<file path="config.mk">
export PLATFORM = sky130hd
export DESIGN_NAME = seq_divider
export DESIGN_NICKNAME = d
export VERILOG_FILES = /design/src/rtl/seq_divider_pkg.sv /design/src/rtl/seq_divider_div_step.sv /design/src/rtl/seq_divider.sv
export SDC_FILE = /design/constraint.sdc
export NUM_CORES = 1
export LEC_CHECK = 0
export ABC_AREA = 1
export CAP_MARGIN = 5
export CORE_MARGIN = 8
export CORE_UTILIZATION = 30
export DETAILED_ROUTE_END_ITERATION = 10
export DONT_BUFFER_PORTS = 1
export PLACE_DENSITY = 0.46
export SETUP_SLACK_MARGIN = 0.4
export SYNTH_ARGS = -nofsm -noshare
export SYNTH_HDL_FRONTEND = slang
export SYNTH_HIERARCHICAL = 1
export SYNTH_SLANG_ARGS = --single-unit
</file>
<file path="constraint.sdc">
create_clock -name clk -period 2 [get_ports clk]
set_clock_uncertainty 0.1 [all_clocks]
set_input_delay 0.4 -clock clk [delete_from_list [all_inputs] [get_ports clk]]
set_output_delay 0.4 -clock clk [all_outputs]
set_load 0.01 [all_outputs]
</file>
<file path="src/rtl/seq_divider_pkg.sv">
// Shared types and constants for the multi-cycle restoring divider.
package seq_divider_pkg;

  typedef enum logic [1:0] {
    IDLE = 2'd0,
    RUN  = 2'd1,
    DONE = 2'd2
  } div_state_t;

  localparam int DIV_WIDTH = 32;
  localparam int DIV_CNT_W = $clog2(DIV_WIDTH);

  // Every quotient bit is set on a divide by zero; replicate to the operand width.
  localparam logic DIV_ZERO_Q_BIT = 1'b1;

endpackage

</file>
<file path="src/rtl/seq_divider_div_step.sv">
// One combinational restoring-division step: shift in a dividend bit, conditionally subtract.
module div_step
  import seq_divider_pkg::*;
#(
  parameter int WIDTH = DIV_WIDTH
) (
  input  logic [WIDTH-1:0] p_in,
  input  logic             bit_in,
  input  logic [WIDTH-1:0] divisor,
  output logic [WIDTH-1:0] p_out,
  output logic             q_bit
);

  // The shifted partial remainder needs one extra bit before the compare.
  logic [WIDTH:0] p_shift;

  always_comb begin
    p_shift = {p_in, bit_in};
    q_bit   = 1'b0;
    p_out   = p_shift[WIDTH-1:0];
    if (p_shift >= {1'b0, divisor}) begin
      q_bit = 1'b1;
      p_out = p_shift[WIDTH-1:0] - divisor;
    end
  end

endmodule

</file>
<file path="src/rtl/seq_divider.sv">
// Radix-2 restoring divider: FSM, step counter, operand and result registers.
// Define SEQ_DIVIDER_SIGNED_EN for two's complement operands with sign fix-up on completion.
module seq_divider
  import seq_divider_pkg::*;
#(
  parameter int WIDTH = DIV_WIDTH
) (
  input  logic             clk,
  input  logic             rst_n,
  input  logic             start,
  input  logic [WIDTH-1:0] dividend,
  input  logic [WIDTH-1:0] divisor,
  output logic             busy,
  output logic             done,
  output logic [WIDTH-1:0] quotient,
  output logic [WIDTH-1:0] remainder,
  output logic             div_by_zero
);

  localparam int CNT_W = $clog2(WIDTH);

  div_state_t       state;
  logic [CNT_W-1:0] cnt;
  logic [WIDTH-1:0] a_r;
  logic [WIDTH-1:0] p_r;
  logic [WIDTH-1:0] divisor_r;
  logic [WIDTH-1:0] p_next;
  logic             q_bit;
  logic [WIDTH-1:0] quot_next;
  logic [WIDTH-1:0] dividend_mag;
  logic [WIDTH-1:0] divisor_mag;
  logic             accept;

`ifdef SEQ_DIVIDER_SIGNED_EN
  logic neg_q;
  logic neg_r;
  assign dividend_mag = dividend[WIDTH-1] ? -dividend : dividend;
  assign divisor_mag  = divisor[WIDTH-1]  ? -divisor  : divisor;
`else
  assign dividend_mag = dividend;
  assign divisor_mag  = divisor;
`endif

  assign accept    = start && ((state == IDLE) || (state == DONE));
  // a_r doubles as the quotient register: dividend bits leave at the top, quotient bits enter at the bottom.
  assign quot_next = {a_r[WIDTH-2:0], q_bit};

  div_step #(.WIDTH(WIDTH)) u_step (
    .p_in    (p_r),
    .bit_in  (a_r[WIDTH-1]),
    .divisor (divisor_r),
    .p_out   (p_next),
    .q_bit   (q_bit)
  );

  always_ff @(posedge clk or negedge rst_n) begin
    if (!rst_n) begin
      state       <= IDLE;
      cnt         <= '0;
      a_r         <= '0;
      p_r         <= '0;
      divisor_r   <= '0;
      busy        <= 1'b0;
      done        <= 1'b0;
      quotient    <= '0;
      remainder   <= '0;
      div_by_zero <= 1'b0;
`ifdef SEQ_DIVIDER_SIGNED_EN
      neg_q       <= 1'b0;
      neg_r       <= 1'b0;
`endif
    end else begin
      done <= 1'b0;
      case (state)
        IDLE, DONE: begin
          if (accept) begin
            if (divisor == '0) begin
              state       <= DONE;
              done        <= 1'b1;
              quotient    <= {WIDTH{DIV_ZERO_Q_BIT}};
              remainder   <= dividend;
              div_by_zero <= 1'b1;
            end else begin
              state     <= RUN;
              busy      <= 1'b1;
              a_r       <= dividend_mag;
              divisor_r <= divisor_mag;
              p_r       <= '0;
              cnt       <= CNT_W'(WIDTH - 1);
`ifdef SEQ_DIVIDER_SIGNED_EN
              neg_q     <= dividend[WIDTH-1] ^ divisor[WIDTH-1];
              neg_r     <= dividend[WIDTH-1];
`endif
            end
          end else begin
            state <= IDLE;
          end
        end
        RUN: begin
          a_r <= quot_next;
          p_r <= p_next;
          cnt <= cnt - 1'b1;
          if (cnt == '0) begin
            state       <= DONE;
            busy        <= 1'b0;
            done        <= 1'b1;
            div_by_zero <= 1'b0;
`ifdef SEQ_DIVIDER_SIGNED_EN
            quotient    <= neg_q ? -quot_next : quot_next;
            remainder   <= neg_r ? -p_next : p_next;
`else
            quotient    <= quot_next;
            remainder   <= p_next;
`endif
          end
        end
        default: begin
          state <= IDLE;
          busy  <= 1'b0;
        end
      endcase
    end
  end

endmodule
</file>
==> impl_results.md, run 1 <==
- Status: finished, violations left
- Failing checks: negative hold slack, negative setup slack
- Vias: about 11000
- Main area contributors after synthesis: dfrtp_1, nand2_1, nand3_1
- Unrepaired setup endpoints after global routing: true
- Number of global-route vias before repair: 11200
- Htree depth: 4
- Max Clk Rate: ~0.42 GHz
- Remaining DRCs: 0
- Worst-path clk slew: 0.07 ns
- Global-route wire length before repair: 64000 um
- CP cell instances: inv_2 -> ha_4 -> buf_6 -> nand2_4 -> inv_2 -> nand2_2 -> nand2_2 -> a21oi_2 -> nand2_2 -> nor2_4 -> buf_12 -> nand2_8 -> buf_6 -> nand2_2 -> nand2_2 -> nand2_2 -> nand2_1 -> nand2_1 -> nand2_1
- Die Y: 205 um
- Post-Synth Adder-Cell Area: 4.05%
- Crit path DAT: 2.65 ns
- CTS tree: built
- Clock buffer count from CTS: 17
- DR vias/cell: 4.75
- Share of cells above drive strength 1: 38.2%
- Largest net degree at the start of global routing: 171
- Req. time, crit path: 2.25 ns
- Wire length per cell: 18.6 um
- CP Launch Type: register
- Post-CTS Hold Buffers: 29
- Worst setup margin: -0.406 ns
- Sequential share of the synthesized area: 39.8%
- Net count after synthesis: 1696
- Starting DRC count in detailed routing: 588
- # diodes: 0
- CP max stage cell: dfrtp_1
- Final ANT Viol Nets: 0
- Gpl congestion: 0.872
- Synthesized flop and latch total: 170
- Die ar.: approximately 0.042 mm^2
- Hold crit path type: input port to async pin
- Combinational family with the most area after synthesis: simple AND/OR/NAND/NOR gates
- Slew HR: 59.1%
- Total core area: 0.0353 mm^2
- Drt first pass iters: 5
- Simple-gate portion of the synthesized area: 38.9%
- Syn avg cell area: 6.71 um^2
- Pin slew with the least headroom to its limit: 0.614 ns
- Total clock sinks: 170
- Hold Slack: -0.451 ns
- Max-slew violation count: 0
- DP Wirelength: 27500 um
- Num ports: 134
- All-Layer GR Usage: 19.8%
- Max_cap viols: 0
- Post-Syn Instances: 1595
- Max Buffers Root-to-Sink: 2
- Critical path buffers and inverters: 5
- Synth Warn #: 6
- Global route overflow: 0
- Cell variety after synth: 32
- Multiplexer share of the synthesized area: 0%
- Mapped Area: 0.0107 mm^2
- Cell taking the most area after synthesis: dfrtp_1
- Crit-path leading delay family: simple AND/OR/NAND/NOR gates
- Clk Latency, worst-skew pair: 0.46 ns
- Fin crit period: approximately 2.4 ns
- Fin crit share: 120%
- Die width: about 200 um
- Worst-path fanout max: 7
- Port bufs: 0
- Place WS: -0.574 ns
- Compound-Gate Fraction of Synth Area: under 10%
- Yosys top cell area share: 39.8%
- Worst setup EP type: register
- # setup viols final: 66
- Initial Utilization: 30.3%
- Initial antenna violation count: 0
- Area growth from synthesis to layout: 55.2%
- Nets@finish: roughly 2000
- Final hold vios: 170
- Most frequent CP cell: nand2_2
- Clk root buf: clkbuf_16
- Synth Area in XOR/XNOR: 1.23%
- Worst Path Class, Setup: register to register
- Final wirelength: 43400 um
- FP Rows: between 60 and 70
- Slowest cell delay on critical path: 0.40 ns
==> per-stage QoR <==
step / setup TNS (ns) / cells / hold WS (ns) / utilization, % / area [um^2]
floorplan: -2.20 / 1595 / 0.00441 / - / 10800
CTS: -23.06 / 2281 / -0.477 / 42.6 / 15100
global placement: -34.78 / 2172 / 0.0206 / 35.4 / 12500
detailed placement: -32.82 / 2172 / 0.0202 / 35.4 / 12500
global route: -28.85 / 2332 / -0.470 / 47.0 / 16600
finish: -20.22 / 2332 / -0.451 / 47.0 / 16600
==> sequential cells by signal, indices dropped and copies added (netlist names) <==
signal	count
done	1
remainder	32
cnt	5
state	2
divisor_r	32
p_r	32
a_r	32
busy	1
quotient	32
div_by_zero	1
==> cell usage in the layout, fill, tap and decap left out, types with 7 or more instances in the layout <==
master / synthesis / routed
nand2_1: 686 / 483
buf_4: 13 / 198
dfrtp_1: 170 / 160
buf_6: 1 / 28
buf_16: 0 / 19
nand3b_1: 11 / 11
buf_12: 2 / 19
nor2_2: 4 / 15
nand3_1: 190 / 155
nor2_1: 57 / 31
nand2_8: 1 / 8
ha_4: 0 / 32
clkbuf_16: 0 / 25
and2_1: 8 / 7
a21oi_1: 24 / 9
nand2_2: 4 / 153
o21ai_1: 0 / 10
nor2_4: 1 / 16
a21oi_2: 0 / 15
dfrtp_2: 0 / 10
o21ai_0: 68 / 49
nand2_4: 1 / 51
dlygate4sd3_1: 0 / 29
xor2_1: 13 / 13
nand3_2: 11 / 40
inv_2: 1 / 32
buf_8: 0 / 7
inv_1: 223 / 188
==> layer usage <==
layer  routed length [um]  GRT usage [%]  vias to the layer above  part of all wire, %
met3                 2090           3.84                       43                  4.8
met5                    0              0                        -                    0
li1                     -              -                     5453                    -
met4                  838           5.63                        0                  1.9
met1                19500           25.4                     5360                   45
met2                20900           33.4                      212                   48
==> cell usage after synthesis, drive strengths merged <==
library cell and number:
a21oi 24, nand3 201, o21ai 69, nand2 692, inv 224, clkbuf 21
dfrtp 170, ha 33, and2 8, nor2 62, a21o 2, nor3 10
fa 1, a21boi 1, buf 48, nand3b 11, xnor2 2, nand4 3
xor2 13
==> what timing repair did <==
item | 4_1_cts | 5_1_grt
endpoints found under the setup margin | 135 | 169
buffers inserted | 30 | 38
gates cloned | 18 | 13
resized for setup | 217 | 320
hold endpoints to repair | 199 | 170
pin swaps | 103 | 108
==> logic make-up after synthesis <==
group / Yosys count
AND/OR/NAND/NOR: 987
buffers and inverters: 293
flip-flops: 170
AO/OA/AOI/OAI: 96
adder cells (fa/ha/maj): 34
XOR/XNOR: 15
==> layout make-up <==
| type | count | area (um^2) |
|---|---|---|
| fillers | 3519 | 18700 |
| clock buffers | 19 | 453 |
| flip-flops and latches | 170 | 4270 |
| repair inverters | 2 | 17.5 |
| clock inverters | 13 | 111 |
| inverters | 224 | 861 |
| repair buffers | 308 | 3300 |
| multi-input cells | 1135 | 7020 |
| well taps | 461 | 577 |
==> worst paths after layout <==
kind | start | to | slack, ns | depth (start not counted)
worst min-delay path | rst_n | divisor_r[10] | -0.45 | 0
worst max-delay path | divisor_r[27] | remainder[15] | -0.41 | 19
min in group clk | divisor[30] | divisor_r[30] | 0.03 | 2
worst max register to register | divisor_r[27] | remainder[15] | -0.41 | 19
worst min register to register | divisor_r[9] | divisor_r[9] | 0.38 | 2
max in group asynchronous | rst_n | divisor_r[20] | 1.73 | 0
Power of run 1 is left out: the tool's default activity adds up to more than one toggle a clock period on the data nets, which glitch-free logic cannot reach.
==> run 2: changes to the inputs <==
--- a/config.mk
+++ b/config.mk
@@ -12,7 +12,7 @@
 export DETAILED_ROUTE_END_ITERATION = 10
 export DONT_BUFFER_PORTS = 1
 export PLACE_DENSITY = 0.46
-export SETUP_SLACK_MARGIN = 0.4
+export SETUP_SLACK_MARGIN = 0.5
 export SYNTH_ARGS = -nofsm -noshare
 export SYNTH_HDL_FRONTEND = slang
 export SYNTH_HIERARCHICAL = 1
==> impl_results.md, run 2 (synthesized netlist as in run 1, its figures left out) <==
- Final hold vios: 170 (unchanged)
- Worst setup margin: -0.441 ns (was -0.406 ns)
- Failing checks: negative hold slack, negative setup slack (unchanged)
- Final wirelength: 45100 um (was 43400 um)
- Most frequent cells in the layout: nand2_1, inv_1, buf_4 (was nand2_1, buf_4, inv_1)
- Unrepaired setup endpoints after global routing: true (unchanged)
- Max Buffers Root-to-Sink: 2 (unchanged)
- Nets@finish: 1960 (was 1959)
- CP Launch Type: register (unchanged)
- Max_cap viols: 0 (unchanged)
- # setup viols final: 66 (unchanged)
- Final instance area: 0.0171 mm^2 (was 0.0166 mm^2)
- Area growth from synthesis to layout: 59.9% (was 55.2%)
- Port bufs: 0 (unchanged)
- Share of cells above drive strength 1: 39.2% (was 38.2%)
- Final ANT Viol Nets: 0 (unchanged)
- Global route overflow: 0 (unchanged)
- Clk Latency, worst-skew pair: 0.46 ns (about the same)
- Hold Slack: -0.450 ns (was -0.451 ns)
- Worst setup EP type: register (unchanged)
- Clock buffer count from CTS: 17 (unchanged)
- Drt first pass iters: 5 (unchanged)
- Commonest non-fill, non-tap cell in the layout: nand2_1 (unchanged)
- Gpl congestion: 0.868 (was 0.872)
- Total clock sinks: 170 (unchanged)
- Pin slew with the least headroom to its limit: 0.422 ns (was 0.614 ns)
- DR vias/cell: 4.80 (was 4.75)
- Crit path DAT: 2.69 ns (was 2.65 ns)
- Req. time, crit path: 2.25 ns (about the same)
- # diodes: 0 (unchanged)
- Largest net degree at the start of global routing: 171 (unchanged)
- Initial antenna violation count: 0 (unchanged)
- Worst-path fanout max: 8 (was 7)
- Fin crit period: 2.44 ns (was 2.41 ns)
- Slew HR: 71.9% (was 59.1%)
- Number of global-route vias before repair: 11200 (about the same)
- Vias: 11200 (was 11100)
- CTS tree: built (unchanged)
- Max Clk Rate: 0.410 GHz (was 0.416 GHz)
- Hold crit path type: input port to async pin (unchanged)
- DP Area: 0.0128 mm^2 (was 0.0125 mm^2)
- Remaining DRCs: 0 (unchanged)
- Wire length per cell: 19.3 um (was 18.6 um)
- Global-route wire length before repair: 64400 um (was 64000 um)
- Die ar.: 0.0420 mm^2 (unchanged)
- Worst Path Class, Setup: register to register (unchanged)
- Max-slew violation count: 0 (unchanged)
- Die Y: 205 um (unchanged)
- DP Wirelength: 28000 um (was 27500 um)
- Initial Utilization: 30.3% (unchanged)
- All-Layer GR Usage: 20.0% (was 19.8%)
- FP Rows: 69 (unchanged)
- Num ports: 134 (unchanged)
- Starting DRC count in detailed routing: 634 (was 588)
- Clk root buf: clkbuf_16 (unchanged)
- Fin crit share: 122% (was 120%)
- Total core area: 0.0353 mm^2 (unchanged)
- Status: finished, violations left (unchanged)
- Die width: 205 um (unchanged)
- Worst-path clk slew: 0.07 ns (about the same)
- Htree depth: 4 (unchanged)
-- run 2: cell count changes in the layout (fill, tap and decap cells not counted), sizes merged --
cell	delta
clkbuf	+9
bufinv	+4
clkinvlp	+2
buf	-8
clkinv	-4
inv	-2
-- run 2: path summary, 6_finish.rpt --
path / from / end / slack, ns / cells after the start
max: divisor_r[30] / remainder[3] / -0.44 / 17
min: rst_n / divisor_r[10] / -0.45 / 0
max reg2reg: divisor_r[30] / remainder[3] / -0.44 / 17
min reg2reg: divisor_r[4] / divisor_r[4] / 0.39 / 2
max in group asynchronous: rst_n / divisor_r[23] / 1.88 / 0
min in group clk: dividend[23] / a_r[23] / 0.04 / 4
-- run 2: worst max-delay path, cell delays in order (launching register included) --
cell and delay [ns]:
dfrtp_1 0.40, inv_2 0.10, ha_4 0.23, a21o_1 0.21
nand2_1 0.06, nand2_1 0.08, a21oi_4 0.14, nand2_2 0.08
nor2_4 0.16, buf_12 0.17, nand2_8 0.10, buf_6 0.15
nand2_1 0.06, nand2_1 0.05, nand2_1 0.09, nand2_1 0.06
nand2_1 0.06, nand2_1 0.04
-- run 2: stage by stage --
step	TNS [ns]	setup slack, ns	util (%)	cells
final	-21.84	-0.441	48.4	2333
after global routing	-28.45	-0.536	48.4	2333
after CTS	-21.19	-0.401	43.1	2275
after detailed placement	-30.20	-0.626	36.1	2178
after global placement	-30.72	-0.641	36.1	2178
after floorplan	-2.20	-0.0779	-	1595
-- run 2: what timing repair did --
action,4_1_cts,5_1_grt
hold endpoints to repair,198,171
pin swaps,62,148
cloned,21,20
resized for setup,223,338
setup buffers,16,37
endpoints found under the setup margin,132,160
hold buffers,28,1
-- run 2: layout make-up --
| type | instances | area, um^2 |
|---|---|---|
| clock inverters | 14 | 210 |
| inverters | 224 | 870 |
| flip-flops and latches | 170 | 4270 |
| repair buffers | 310 | 3540 |
| well taps | 461 | 577 |
| multi-input cells | 1135 | 7180 |
| repair inverters | 1 | 30.0 |
| fillers | 3480 | 18200 |
| clock buffers | 18 | 429 |
-- run 2: per-layer routing --
layer	vias up	wire length [um]	global-route usage [%]	part of all wire, %
met5	-	0	0	0
met4	0	893	4.91	2.0
met3	42	2320	3.92	5.1
met2	257	21700	33.7	48
met1	5430	20200	26.0	45
li1	5472	-	-	-
Power of run 2 is left out for the same reason.
==> run 3: changes to the inputs <==
--- a/config.mk
+++ b/config.mk
@@ -11,6 +11,7 @@
 export CORE_UTILIZATION = 30
 export DETAILED_ROUTE_END_ITERATION = 10
 export DONT_BUFFER_PORTS = 1
+export MAX_ROUTING_LAYER = met4
 export PLACE_DENSITY = 0.46
 export SETUP_SLACK_MARGIN = 0.5
 export SYNTH_ARGS = -nofsm -noshare
==> impl_results.md, run 3 (synthesized netlist as in run 1, its figures left out) <==
- Drt first pass iters: 4 (was 5)
- CP startpoint: p_r[18] (was divisor_r[30])
- Fin crit period: 2.41 ns (was 2.44 ns)
- Pwr/cell area: 2180 mW/mm^2
- Clock buffer count from CTS: 17 (unchanged)
- Place WS: -0.578 ns (was -0.626 ns)
- Gpl congestion: 0.880 (was 0.868)
- CTS tree: built (unchanged)
- Max-slew violation count: 0 (unchanged)
- FP Rows: 69 (unchanged)
- Hold crit path type: input port to async pin (unchanged)
- Number of global-route vias before repair: 11300 (was 11200)
- Req. time, crit path: 2.24 ns (was 2.25 ns)
- Fin crit share: 120% (was 122%)
- Area of the multi-input gates: 0.00671 mm^2 (was 0.00718 mm^2)
- Total core area: 0.0353 mm^2 (unchanged)
- DR vias/cell: 4.77 (was 4.80)
- Critical path buffers and inverters: 2 (was 3)
- Max_cap viols: 0 (unchanged)
- Wire length per cell: 19.1 um (was 19.3 um)
- Final instance area: 0.0167 mm^2 (was 0.0171 mm^2)
- Most frequent CP cell: nand2_1 (unchanged)
- Initial Utilization: 30.3% (unchanged)
- Worst-path fanout max: 6 (was 8)
- Crit-path leading delay family: simple AND/OR/NAND/NOR gates (unchanged)
- Pin slew with the least headroom to its limit: 0.602 ns (was 0.422 ns)
- Clk Latency, worst-skew pair: 0.46 ns (about the same)
- CP cell instances: ha_4 -> nand2_1 -> nor2_4 -> nand2_2 -> nor2_4 -> nand2_1 -> nand2_2 -> nor2_4 -> nand2_8 -> buf_12 -> buf_6 -> nand3_2 -> nand2_2 -> nand2_1 -> nand2_1 -> nand2_1 -> nand2_1 (was inv_2 -> ha_4 -> a21o_1 -> nand2_1 -> nand2_1 -> a21oi_4 -> nand2_2 -> nor2_4 -> buf_12 -> nand2_8 -> buf_6 -> nand2_1 -> nand2_1 -> nand2_1 -> nand2_1 -> nand2_1 -> nand2_1)
- Max Buffers Root-to-Sink: 2 (unchanged)
- Worst setup EP type: register (unchanged)
- DP Area: 0.0128 mm^2 (about the same)
- # diodes: 0 (unchanged)
- Num ports: 134 (unchanged)
- Worst setup margin: -0.410 ns (was -0.441 ns)
- Area growth from synthesis to layout: 56.0% (was 59.9%)
- Final ANT Viol Nets: 0 (unchanged)
- Total chip power: 36.4 mW
- Clk root buf: clkbuf_16 (unchanged)
- Status: finished, violations left (unchanged)
- Global route overflow: 0 (unchanged)
- CP max stage cell: dfrtp_2 (was dfrtp_1)
- FF-to-FF Start: p_r[18] (was divisor_r[30])
- Unrepaired setup endpoints after global routing: true (unchanged)
- All-Layer GR Usage: 20.2% (was 20.0%)
- Sw Ratio: 47.6%
- VDD IR max: 1100 uV
- Initial antenna violation count: 0 (unchanged)
- Slew HR: 59.8% (was 71.9%)
- Remaining DRCs: 0 (unchanged)
- Hold Slack: -0.446 ns (was -0.450 ns)
- CP Launch Type: register (unchanged)
- Worst Path Class, Setup: register to register (unchanged)
- Total clock sinks: 170 (unchanged)
- Final hold vios: 170 (unchanged)
- Commonest non-fill, non-tap cell in the layout: nand2_1 (unchanged)
- Crit path DAT: 2.65 ns (was 2.69 ns)
- Storage cell area: 0.00427 mm^2 (about the same)
- Most frequent cells in the layout: nand2_1, inv_1, buf_4 (unchanged)
- Worst-path clk slew: 0.08 ns (was 0.07 ns)
- Psw: 17.3 mW
- # setup viols final: 66 (unchanged)
- Largest net degree at the start of global routing: 171 (unchanged)
- Global-route wire length before repair: 63700 um (was 64400 um)
- Clock share of power: under 10%
- Failing checks: negative hold slack, negative setup slack (unchanged)
- Vias: 11200 (about the same)
- Nets@finish: 1969 (was 1960)
- Gate power share: a little under three quarters
- Final wirelength: 44600 um (was 45100 um)
- Starting DRC count in detailed routing: 574 (was 634)
- Core Util, Final: 47.3% (was 48.4%)
- Port bufs: 0 (unchanged)
- Seq pwr share: 19.0%
- Htree depth: 4 (unchanged)
- Max Clk Rate: 0.415 GHz (was 0.410 GHz)
- Die ar.: 0.0420 mm^2 (unchanged)
- DP Wirelength: 27900 um (was 28000 um)
- LEAKAGE: between 8 and 9 nW
- Pint: 19.1 mW
- # fillers: 3494 (was 3480)
- Slowest cell delay on critical path: 0.47 ns (was 0.40 ns)
- Die width: 205 um (unchanged)
- Die Y: 205 um (unchanged)
- Share of cells above drive strength 1: 34.6% (was 39.2%)
[run 3: cell count changes in the layout (fill, tap and decap cells not counted), sizes merged]
cell | before | now
bufbuf | 0 | 2
dlygate4sd3 | 29 | 27
buf | 263 | 275
nand2 | 695 | 692
inv | 229 | 232
clkinv | 4 | 5
bufinv | 4 | 1
clkbuf | 36 | 34
clkinvlp | 2 | 3
[run 3: timing repair]
| item | 4_1_cts | 5_1_grt |
|---|---|---|
| endpoints found under the setup margin | 131 | 161 |
| pin swaps | 70 | 79 |
| gates cloned | 14 | 27 |
| hold buffers | 26 | 1 |
| setup buffers | 27 | 27 |
| endpoints found under the hold margin | 196 | 171 |
| resized for setup | 167 | 265 |
[run 3: cell type report]
cell class / instances / share of cell area, %
well taps: 461 / 3.46
flip-flops and latches: 170 / 25.6
multi-input cells: 1132 / 40.2
clock inverters: 15 / 0.937
inverters: 224 / 5.21
repair inverters: 2 / 0.165
repair buffers: 321 / 21.9
clock buffers: 17 / 2.55
[run 3: metrics by stage]
stage                     setup TNS, ns  std cells
after floorplan                   -2.20       1595
after global placement           -30.85       2188
after detailed placement         -29.67       2188
after CTS                        -22.63       2287
after global routing             -30.72       2342
final                            -21.41       2342
[run 3: path summary, 6_finish.rpt]
check	slack (ns)	depth (start not counted)	to
max	-0.41	17	remainder[29]
min	-0.45	0	divisor_r[16]
max reg2reg	-0.41	17	remainder[29]
min reg2reg	0.39	2	divisor_r[15]
max in group asynchronous	1.70	0	p_r[11]
min in group clk	0	2	divisor_r[4]
[run 3: power groups by stage]
stage | sequential [mW] | combinational, mW | clock (mW)
after floorplan | 6.27 | 11.9 | 0
after global placement | 6.79 | 20.0 | 0
after detailed placement | 6.80 | 20.1 | 0
after CTS | 6.90 | 23.0 | 3.51
after global routing | 7.09 | 28.7 | 3.63
final | 6.91 | 26.1 | 3.42
[run 3: per-layer routing]
layer	up-vias	routed length (um)	global-route usage (%)
met5	-	0	-
met4	0	871	4.83
met1	5395	20200	25.4
met3	44	1920	3.75
li1	5484	-	-
met2	244	21600	33.3
[run 3: worst register-to-register path, delay by kind of cell, from the launching register on]
kind / cells / cell delay (ns)
buffers and inverters: 2 / 0.25
flip-flops: 1 / 0.47
adder cells (fa/ha/maj): 1 / 0.28
AND/OR/NAND/NOR: 14 / 1.17
No activity file was read; power rests on OpenSTA's default activity.
